$ cat src/rtl/sid_voice_sched.sv
// rtl/sid_voice_sched.sv - per-tick voice/stage sequencer with between-frame CPU write slot
// Frames of NUM_VOICES*STAGES datapath steps run per tick; CPU writes only commit from IDLE.
module sid_voice_sched #(
  parameter int NUM_VOICES = 3,
  parameter int STAGES     = 4,
  parameter int ADDR_W     = 5,
  localparam int VW = (NUM_VOICES > 1) ? $clog2(NUM_VOICES) : 1,
  localparam int SW = (STAGES > 1) ? $clog2(STAGES) : 1
) (
  input  logic              clk,
  input  logic              reset,
  input  logic              tick,
  input  logic              wr_req,
  input  logic [ADDR_W-1:0] wr_addr,
  input  logic [7:0]        wr_data,
  output logic              wr_ack,
  output logic              reg_we,
  output logic [ADDR_W-1:0] reg_addr,
  output logic [7:0]        reg_data,
  output logic              step_en,
  output logic [VW-1:0]     voice_sel,
  output logic [SW-1:0]     stage,
  output logic              frame_done,
  output logic              overrun,
  input  logic              clr_overrun
);

  typedef enum logic [1:0] {IDLE, RUN, DONE, WRITE} state_t;

  state_t            state_q, state_d;
  logic              pend_q, pend_d;
  logic              overrun_q, overrun_d;
  logic [VW-1:0]     voice_q, voice_d;
  logic [SW-1:0]     stage_q, stage_d;
  logic              step_en_q, frame_done_q, reg_we_q;
  logic [ADDR_W-1:0] reg_addr_q;
  logic [7:0]        reg_data_q;

  logic last_stage, last_step;
  assign last_stage = (stage_q == SW'(STAGES - 1));
  assign last_step  = last_stage && (voice_q == VW'(NUM_VOICES - 1));

  always_comb begin
    state_d   = state_q;
    pend_d    = pend_q;
    voice_d   = voice_q;
    stage_d   = stage_q;
    overrun_d = overrun_q;
    if (clr_overrun) overrun_d = 1'b0;

    case (state_q)
      IDLE: begin
        if (tick || pend_q) begin
          state_d = RUN;
          voice_d = '0;
          stage_d = '0;
          // A tick arriving together with a pending one keeps the pending frame queued.
          if (!tick) pend_d = 1'b0;
        end else if (wr_req) begin
          state_d = WRITE;
        end
      end
      RUN: begin
        if (last_step) begin
          state_d = DONE;
          voice_d = '0;
          stage_d = '0;
        end else if (last_stage) begin
          stage_d = '0;
          voice_d = voice_q + 1'b1;
        end else begin
          stage_d = stage_q + 1'b1;
        end
      end
      DONE:    state_d = IDLE;
      WRITE:   state_d = IDLE;
      default: state_d = IDLE;
    endcase

    // One tick may be queued while busy; a second one is lost and flagged.
    if (tick && (state_q != IDLE)) begin
      if (pend_q) overrun_d = 1'b1;
      else        pend_d    = 1'b1;
    end
  end

  always_ff @(posedge clk or posedge reset) begin
    if (reset) begin
      state_q      <= IDLE;
      pend_q       <= 1'b0;
      overrun_q    <= 1'b0;
      voice_q      <= '0;
      stage_q      <= '0;
      step_en_q    <= 1'b0;
      frame_done_q <= 1'b0;
      reg_we_q     <= 1'b0;
      reg_addr_q   <= '0;
      reg_data_q   <= '0;
    end else begin
      state_q      <= state_d;
      pend_q       <= pend_d;
      overrun_q    <= overrun_d;
      voice_q      <= voice_d;
      stage_q      <= stage_d;
      step_en_q    <= (state_d == RUN);
      frame_done_q <= (state_d == DONE);
      reg_we_q     <= (state_d == WRITE);
      if ((state_q == IDLE) && (state_d == WRITE)) begin
        reg_addr_q <= wr_addr;
        reg_data_q <= wr_data;
      end
    end
  end

  assign wr_ack     = reg_we_q;
  assign reg_we     = reg_we_q;
  assign reg_addr   = reg_addr_q;
  assign reg_data   = reg_data_q;
  assign step_en    = step_en_q;
  assign voice_sel  = voice_q;
  assign stage      = stage_q;
  assign frame_done = frame_done_q;
  assign overrun    = overrun_q;

endmodule

$ cat config.mk
export PLATFORM = sky130hd
export DESIGN_NAME = sid_voice_sched
export DESIGN_NICKNAME = d
export VERILOG_FILES = /design/src/rtl/sid_voice_sched.sv
export SDC_FILE = /design/constraint.sdc
export NUM_CORES = 1
export LEC_CHECK = 0
export ABC_AREA = 1
export CAP_MARGIN = 20
export CORE_MARGIN = 5
export CORE_UTILIZATION = 29
export DETAILED_ROUTE_END_ITERATION = 10
export PLACE_DENSITY = 0.57
export SLEW_MARGIN = 20
export SYNTH_ARGS = -nofsm -noshare
export SYNTH_HDL_FRONTEND = slang
export SYNTH_SLANG_ARGS = --single-unit
$ cat constraint.sdc
create_clock -name clk -period 2.6 [get_ports clk]
set_clock_uncertainty 0.15 [all_clocks]
set_input_delay 0.39 -clock clk [delete_from_list [all_inputs] [get_ports clk]]
set_output_delay 0.39 -clock clk [all_outputs]
set_load 0.02 [all_outputs]
* Yosys cells after proc, flatten, opt, wreduce, memory -nomap -nowiden
Index checks and enable logic that the tools add are counted.
** Storage, ports and cells
- Register bits after elaboration :: 24
- Input bits :: 18
** Cells by class
- $add $sub $neg :: 2
- Equal/unequal tests :: 10
- Muxes and demuxes :: 19
- Reductions and logical operators :: 10
** Operators with widths (count)
- $mux 2 :: 8
- $eq 2x2->1 const B :: 6
- $mux 1 :: 8
- $pmux 2 s2 :: 2
- $pmux 2 s3 :: 1
- $add 2x1->2 const B :: 2
- $eq 2x1->1 const B :: 2
- $reduce_bool 2->1 :: 2
- $logic_and 1x1->1 :: 3
- $ne 3x3->1 const B :: 1
- $reduce_and 3->1 :: 1
- $logic_not 2->1 :: 1
- $ne 2x2->1 const B :: 1
- $reduce_and 2->1 :: 1
- $reduce_or 2->1 :: 1
- $logic_or 1x1->1 :: 1

* Longest topological paths before layout
Gate-level depths: netlist of run 1.
- Depth in word-level cells :: 6
- Gate-level depth with buffers :: 6
- Mapped depth without buffers :: 6

* Worst setup path before layout of run 1
No wires, ideal clock.
- Kind :: reg2reg
- Start :: register stage_q[0], in the netlist stage[0]
- End :: register voice_q[0], in the netlist voice_sel[0]
- Setup time :: 117 ps
- Arrival time :: 1025 ps
- Data required time :: 2333 ps
- Setup slack :: 1308 ps
- Stages on the path, launching flop included :: 6
- Path through :: dfrtp_1 > ha_1 > nand3_1 > nand2_1 > nand3_1 > nand2_1
** On the way
- Longest elaborated chain between the ends :: 4
- Elaborated cells on any way between the ends :: 6
- Classes of those cells :: eq/ne (2); mux (2); reduce/logical (2)
** Ends and longest elaborated chain
- start: declaration :: RTL line 34 : logic [SW-1:0] stage_q, stage_d;
- start signal: assignment :: RTL line 104 : stage_q <= stage_d;
- $eq 2x2->1 * :: RTL line 40 : assign last_stage = (stage_q == SW'(STAGES - 1));
- $logic_and 1x1->1 :: RTL line 41 : assign last_step = last_stage && (voice_q == VW'(NUM_VOICES - 1));
- $ne 3x3->1 (no line) or $mux 2 (tied branches)
- $reduce_and 3->1 (no line) or $pmux 2 s2 (tied branches)
- end signal: assignment :: RTL line 103 : voice_q <= voice_d;
- end: declaration :: RTL line 33 : logic [VW-1:0] voice_q, voice_d;
Every way passes the cells marked *; elsewhere a longest branch is shown, timed or not.
A chain may end at the register's enable or synchronous reset.

* Final worst setup path of run 1
- Start :: register voice_q[1], in the netlist voice_sel[1]
- End :: output port voice_sel[1]
** RTL lines
- end: declaration :: RTL line 21 : output logic [VW-1:0] voice_sel,
No word-level cell between the ends.

==> results of run 1 <==
[registers in the layout, indices dropped and copies added (netlist names)]
signal	count
frame_done	1
overrun	1
pend_q	1
reg_addr	5
reg_data	8
reg_we	1
stage	2
state_q	2
step_en	1
voice_sel	2
[cell usage in the layout (no fill, tap or decap)]
cell type and count:
nand2_1 54, clkdlybuf4s50_1 39, dfrtp_1 24, inv_1 14
nand3_1 11, clkbuf_4 3, nor2_4 2, nor2_2 2
a21oi_1 2, nand3_4 1, inv_4 1, nand2_2 1
nor2_1 1, o22ai_1 1, ha_1 1, bufinv_16 1
buf_4 1
[cell type report]
cell class	instances	area, µm²	area share, %
Clock buffer	3	22.5	1.49
Clock inverter	1	30.0	1.98
Inverter	15	58.8	3.88
Multi-Input combinational cell	76	349	23.0
Sequential cell	24	601	39.6
Tap cell	46	57.6	3.80
Timing Repair Buffer	40	398	26.2
[logic make-up after synthesis]
group | after synthesis
AND/OR/NAND/NOR | 72
flip-flops | 24
adder cells (fa/ha/maj) | 1
AO/OA/AOI/OAI | 3
buffers and inverters | 18
[power groups by stage]
stage / Sequential, µW / Clock, µW / Combinational (µW)
after floorplan: 834 / 0 / 293
after global placement: 664 / 0 / 855
after detailed placement: 661 / 0 / 867
after CTS: 657 / 280 / 869
after global routing: 678 / 293 / 950
final: 654 / 268 / 852
[per-layer routing]
layer / vias to the layer above / GRT usage (%) / wire [µm]
met3: 0 / 3.91 / 209
met2: 31 / 16.9 / 1010
met4: 0 / 3.62 / 0
met5: - / 0 / 0
li1: 436 / - / -
met1: 370 / 11.4 / 1020
[per-stage QoR]
stage / hold WS, ns / utilization (%) / worst slack, ns
6_report: 0.238 / 44.7 / 0.663
5_1_grt: 0.287 / 44.7 / 0.615
4_1_cts: 0.243 / 44.7 / 0.643
3_5_place_dp: 0.319 / 43.2 / 0.829
3_3_place_gp: 0.321 / 43.2 / 0.863
2_1_floorplan: 0.255 / - / 1.31
[worst max-delay path by stage]
| stage | startpoint | end | slack, ns | cells after the start |
|---|---|---|---|---|
| 6_report | voice_sel[1] | voice_sel[1] | 0.66 | 1 |
| 3_5_place_dp | tick | reg_addr[0] | 0.83 | 6 |
| 4_1_cts | voice_sel[1] | voice_sel[1] | 0.64 | 1 |
| 2_1_floorplan | stage[0] | voice_sel[0] | 1.31 | 5 |
| 3_3_place_gp | tick | reg_data[0] | 0.86 | 6 |
| 5_1_grt | voice_sel[1] | voice_sel[1] | 0.61 | 1 |
==> key figures, run 1 <==
Yosys
  • Dominant cell by count in the synthesized netlist: nand2_1
  • Cells after Synth: 118
  • Synth Area in Compound Gates: 1.57%
  • Post-synth cell types: 15
  • Main combinational cell family by area after synthesis: simple AND/OR/NAND/NOR gates
  • Syn Area/Cell: 8.80 µm²
  • Top-area cell type share of the netlist area: 57.8%
  • Yosys reg bits: 24
  • Synth Cell Area: 1040 µm²
  • Mux contribution to synthesized area: 0%
  • Dominant cells by area after synthesis: dfrtp_1 58%, nand2_1 20%, nand3_1 5.3%
  • Post-Synth Simple-Gate Area: 30.8%
  • Register area share after synthesis: 57.8%
  • Syn Nets: 137
  • Asr flop ratio synth: 100%
  • Post-synth top cells: 54 x nand2_1, 24 x dfrtp_1, 14 x inv_1, 11 x nand3_1
  • Synth area leader: dfrtp_1
  • Synth warn: 0
  • Primary FF master, synth: dfrtp_1
  • EDFF count, synth: 0
  • Post-synthesis xor/xnor area fraction: 0%
  • Adder-Cell Fraction of Synth Area: 1.20%

Setup path
  • CP endpoint kind: primary output
  • Reg-to-Reg Start: state_q[0]
  • Cells along the critical path: clkdlybuf4s50_1
  • Crit path kind: register to primary output
  • Reg2Reg Depth: 5
  • Worst EP required: 2.06 ns
  • Arrival @ worst endpoint: 1.40 ns
  • Element type at the critical path start: register
  • Slowest cell on the critical path: clkdlybuf4s50_1
  • Crit Reg-Reg Endpoint: reg_data[1]
  • CP Buf/Inv Count: 1
  • Worst path top cell family by delay: buffers and inverters
  • Critical path peak fanout: 6
  • Critical Path Max Stage Delay: 0.64 ns
  • Reg2reg setup slack: 1.23 ns

STA
  • Period utilization: 74.5%
  • Slew Viols, Final: 0
  • TNS Setup: 0 ns
  • Finish-stage setup viols: 0
  • FMAX: 0.516 GHz
  • Tmin final: 1.94 ns
  • Slew of the pin with the lowest slew margin: 0.303 ns
  • Fin. Hold Viols: 0
  • Headroom to the max-slew limit: 79.8%
  • RSZ-0062 raised after global routing: no

CTS
  • Clock Latency Late Sink: 0.32 ns
  • Post-CTS Hold Fix Bufs: 0
  • # H-tree levels: 1
  • Max clock buf depth: 2
  • Post-CTS Setup Bufs: 0
  • Clk slew on worst S/H paths: 0.14 ns
  • Sink Count: 24
  • Post-CTS sizing: 0
  • CTS tree: yes
  • Clk Tree Root Cell: clkbuf_4
  • CTS buffer count: 3

Floorplan
  • Top Ports: 40
  • Core area: 3390 µm²
  • Initial core utilization: 30.6%
  • Die height: 69.8 µm
  • DIE AREA: 4880 µm²
  • Site Rows: 21
  • Die X: 69.8 µm

Hold path
  • HP Class: input port to async pin

Global route
  • Initial antenna violation count: 0
  • First-pass GRT wire length: 4000 µm
  • Total grt overflow: 0
  • Vias in the first global route: 935
  • Gr usage total: 10.0%
  • Largest net degree at the start of global routing: 25

Outcome
  • Outcome: finished clean

Finish
  • Filler cell count: 352
  • N_diodes: 0
  • Share of cells above drive strength 1: 7.55%
  • Layout area overhead: 46.0%
  • Final std cells w/o fill: 205
  • Final instance area: 1520 µm²
  • Fin nets: 179

Placed design
  • DP Wirelength: 1720 µm
  • DP Cell Count: 201
  • Area after DPL: 1460 µm²
  • Placer Congestion: 0.808
  • Port buffer count: 39

Power
  • Cell area power density: 1170 nW/µm²
  • Combinational power share: 48.0%
  • Switch Pwr: 679 µW
  • Cell Int Power: 1100 µW
  • Power Total: 1770 µW
  • Clk pwr share: 15.1%
  • Power share of the sequential group: 36.9%
  • Net Sw Frac: 38.3%
  • Pleak: 0.000774 µW
  • VDD IR-drop max: 0.392 mV

Route
  • Vias: 837
  • Drt wl/cell: 11.0 µm
  • Iteration-0 DRC Markers: 14
  • 1st-pass router iterations: 3
  • Via/cell ratio: 4.08
  • Remaining DRCs: 0
  • Routed Antenna Nets: 0
  • DRT Wirelength: 2250 µm

Job
  • Max_cap viols: 0
Power figures use the tool's default switching activity.
==> run 2: changes to the inputs <==
==> constraint.sdc (replaced) <==
create_clock -name clk -period 1.85 [get_ports clk]
set_clock_uncertainty 0.15 [all_clocks]
set_input_delay 0.2775 -clock clk [delete_from_list [all_inputs] [get_ports clk]]
set_output_delay 0.2775 -clock clk [all_outputs]
set_load 0.02 [all_outputs]
==> key figures, run 2 (synthesized netlist as in run 1, its figures left out) <==
Outcome
  • Outcome: finished clean

Global route
  • Largest net degree at the start of global routing: 25
  • Vias in the first global route: 913
  • Gr usage total: 9.99%
  • First-pass GRT wire length: 3930 µm
  • Initial antenna violation count: 0
  • Total grt overflow: 0

Setup path
  • Crit path kind: register to primary output
  • Slowest cell on the critical path: clkdlybuf4s50_1
  • Critical path peak fanout: 4
  • Reg-to-Reg Start: state_q[0]
  • Cells along the critical path: clkdlybuf4s50_1
  • Element type at the critical path start: register
  • CP endpoint kind: primary output
  • Arrival @ worst endpoint: 1.35 ns
  • CP Buf/Inv Count: 1
  • Worst EP required: 1.42 ns
  • Launch point of the worst path: stage[0]
  • Reg2reg setup slack: 0.46 ns
  • Worst path top cell family by delay: buffers and inverters
  • Critical Path Max Stage Delay: 0.62 ns

STA
  • RSZ-0062 raised after global routing: no
  • Fin. Hold Viols: 0
  • Finish-stage setup viols: 0
  • Slew of the pin with the lowest slew margin: 0.300 ns
  • Period utilization: 96.1%
  • Slew Viols, Final: 0
  • Tmin final: 1.78 ns
  • TNS Setup: 0 ns
  • Headroom to the max-slew limit: 80.0%
  • FMAX: 0.563 GHz

Route
  • Via/cell ratio: 4.13
  • Iteration-0 DRC Markers: 14
  • Remaining DRCs: 0
  • Vias: 847
  • Drt wl/cell: 11.4 µm
  • DRT Wirelength: 2340 µm
  • 1st-pass router iterations: 4
  • Routed Antenna Nets: 0

Placed design
  • Port buffer count: 39
  • Placer Congestion: 0.794
  • DP Cell Count: 201
  • DP Wirelength: 1760 µm

Power
  • Pleak: 0.000773 µW
  • Cell area power density: 1600 nW/µm²
  • VDD IR-drop max: 0.546 mV

Finish
  • Fin nets: 179
  • Commonest non-fill, non-tap cell in the layout: nand2_1
  • Final std cells w/o fill: 205
  • Commonest non-fill, non-tap cells in the layout: 54 x nand2_1, 37 x clkdlybuf4s50_1, 24 x dfrtp_1
  • N_diodes: 0
  • Layout area overhead: 44.2%
  • Filler cell count: 333
  • Max reg flops: 8
  • Share of cells above drive strength 1: 7.55%

CTS
  • CTS tree: yes
  • Max clock buf depth: 2
  • Clock Latency Late Sink: 0.31 ns
  • Post-CTS Setup Bufs: 0
  • # H-tree levels: 1
  • CTS buffer count: 3
  • Clk slew on worst S/H paths: 0.13 ns
  • Clk Tree Root Cell: clkbuf_4
  • Post-CTS sizing: 2
  • Post-CTS Hold Fix Bufs: 0
  • Sink Count: 24

Floorplan
  • DIE AREA: 4880 µm²
  • Die height: 69.8 µm
  • Die X: 69.8 µm
  • Core area: 3390 µm²
  • Site Rows: 21
  • Top Ports: 40
  • Initial core utilization: 30.6%

Hold path
  • HP Class: input port to async pin

Job
  • Max_cap viols: 0
==> run 2: layout make-up <==
cell class	count	area, µm²	share of cell area, %
clock buffer	4	36.3	2.42
timing repair buffer	40	395	26.4
sequential	24	601	40.1
tap	46	57.6	3.84
multi-input combinational	76	349	23.3
inverter	15	58.8	3.93
==> run 2: path summary, 6_finish.rpt <==
| path | endpoint | cells after the start |
|---|---|---|
| worst max-delay path | stage[0] | 1 |
| worst min-delay path | reg_we | 3 |
| worst max register to register | reg_data[5] | 5 |
| worst min register to register | reg_data[7] | 2 |
| max in group asynchronous | reg_data[7] | 3 |
| min in group clk | reg_data[3] | 3 |
==> run 2: per-layer routing <==
layer | vias to the layer above | global-route usage [%] | share of wire [%] | wire [µm]
met1 | 375 | 11.7 | 46 | 1080
met2 | 31 | 16.5 | 44 | 1040
met4 | 0 | 1.91 | 0.56 | 13
met3 | 2 | 5.07 | 8.6 | 201
li1 | 439 | - | - | -
met5 | - | 0 | 0 | 0
==> run 2: stage by stage <==
step	worst slack [ns]	cell area, µm²	utilization (%)	hold slack [ns]	power, µW
floorplan	0.558	1040	-	0.142	1580
global placement	0.224	1460	43.2	0.321	2140
detailed placement	0.195	1460	43.2	0.318	2160
CTS	0.0479	1500	44.2	0.131	2440
global route	0.0106	1500	44.2	0.179	2570
finish	0.0725	1500	44.2	0.134	2400
==> run 2: power breakdown <==
group	leakage, µW	switching [µW]	internal, µW
Sequential	0.000305	174	755
Combinational	0.000447	638	553
Clock	0.0000210	155	120
Total	0.000773	967	1430
==> variant, RTL diff (config.mk and constraints of run 2) <==
Reset style: synchronous (`reset`), changed in one clocked block.
--- a/src/rtl/sid_voice_sched.sv
+++ b/src/rtl/sid_voice_sched.sv
@@ -84,7 +84,7 @@
     end
   end
 
-  always_ff @(posedge clk or posedge reset) begin
+  always_ff @(posedge clk) begin
     if (reset) begin
       state_q      <= IDLE;
       pend_q       <= 1'b0;
Behaviour: differs if reset is asserted again (counterexample within 4 cycles, from zero or initial values and one cycle with reset high); with reset held inactive, the same outputs for 10 cycles.
==> variant against run 2 <==
Count of clock-buffer cells in the layout is 1 lower. Sequential cell count stayed put. Area after synthesis is 12% lower. Via count is 2.6% higher. Utilization is 0.94 points higher. Register-to-register slack better by 80 ps. Design area is 8.0% lower. Wire length is 4.5% lower. Worst setup slack better by 14 ps. Critical endpoint unchanged. Highest routed layer unchanged.
Power is not compared: it rests on default switching activity, and its combinational part moved more than twofold at a synthesized area within 25%.
==> variant: results <==
{
  "final-nonclk-buf-share_pct": 30.0,
  "hp-class": "flip-flop to flip-flop",
  "synthDistinctLibCells": 21,
  "dp_hpwl_um": 1800,
  "critPathLaunch": "stage[0]",
  "r2r_end": "reg_addr[3]",
  "via_per_inst": 4.37,
  "rrSetupSlack_ps": 540,
  "fin_nets": 176,
  "status": "complete, no violations",
  "grt_max_degree": 14,
  "avgSynthCellArea_sq_um": 7.99,
  "multi_input_area_share_pct": 26.5,
  "post_cts_resized": 0,
  "grt_use_met1_pct": 11.2,
  "min_period_ps": 1760,
  "drt-initial-drc-count": 39,
  "nClkBuffers": 3,
  "layout-drive-gt1-share_pct": 7.10,
  "core_area_sq_um": 3050,
  "met3WireLength_um": 152,
  "grtUsageMet3_pct": 3.40,
  "place_inst": 196,
  "dr_total_vias": 869,
  "synthTopCellsByArea": "dfxtp_1 52%, nand2_1 16%, a21oi_1 9.8%",
  "ys.flop_type": "dfxtp_1",
  "syn_nets": 134,
  "inverters": 11,
  "non_clock_buffer_count": 42,
  "nMultiInputCombCells": 75,
  "place.gp.congestion": 0.748,
  "wl_met2_um": 1050,
  "layout_commonest_cell": "clkdlybuf4s50_1",
  "fillCellCount": 334,
  "grt_use_met2_pct": 19.0,
  "async_reset_ff_share_pct": 0,
  "place_area_sq_um": 1360,
  "finalHoldWorstSlack_ps": 320
}
## variant: cell count changes after synthesis, moves of 2 or more
| cell | run 2 | this run |
|---|---|---|
| dfrtp_1 | 24 | 0 |
| nor3_1 | 0 | 2 |
| nand2_1 | 54 | 38 |
| a21oi_1 | 2 | 18 |
| nor2_2 | 2 | 0 |
| inv_2 | 0 | 2 |
| nand3_1 | 11 | 4 |
| nor2_1 | 1 | 3 |
| nand4_1 | 0 | 2 |
| inv_1 | 14 | 9 |
| dfxtp_1 | 0 | 24 |
## variant: cell families (layout without fill, tap and decap cells)
kind of cell             count (synthesis)  count (layout)  synth area share (%)
AND/OR/NAND/NOR                         54              54                  27.2
flip-flops                              24              24                  52.3
AO/OA/AOI/OAI                           20              20                  11.2
buffers and inverters                   16              56                  7.90
adder cells (fa/ha/maj)                  1               1                  1.36
## variant: tightest hold or removal path, cell delays in order (launching register included)
cell,delay [ps]
dfxtp_1,330
nand2_1,60
a21oi_1,50
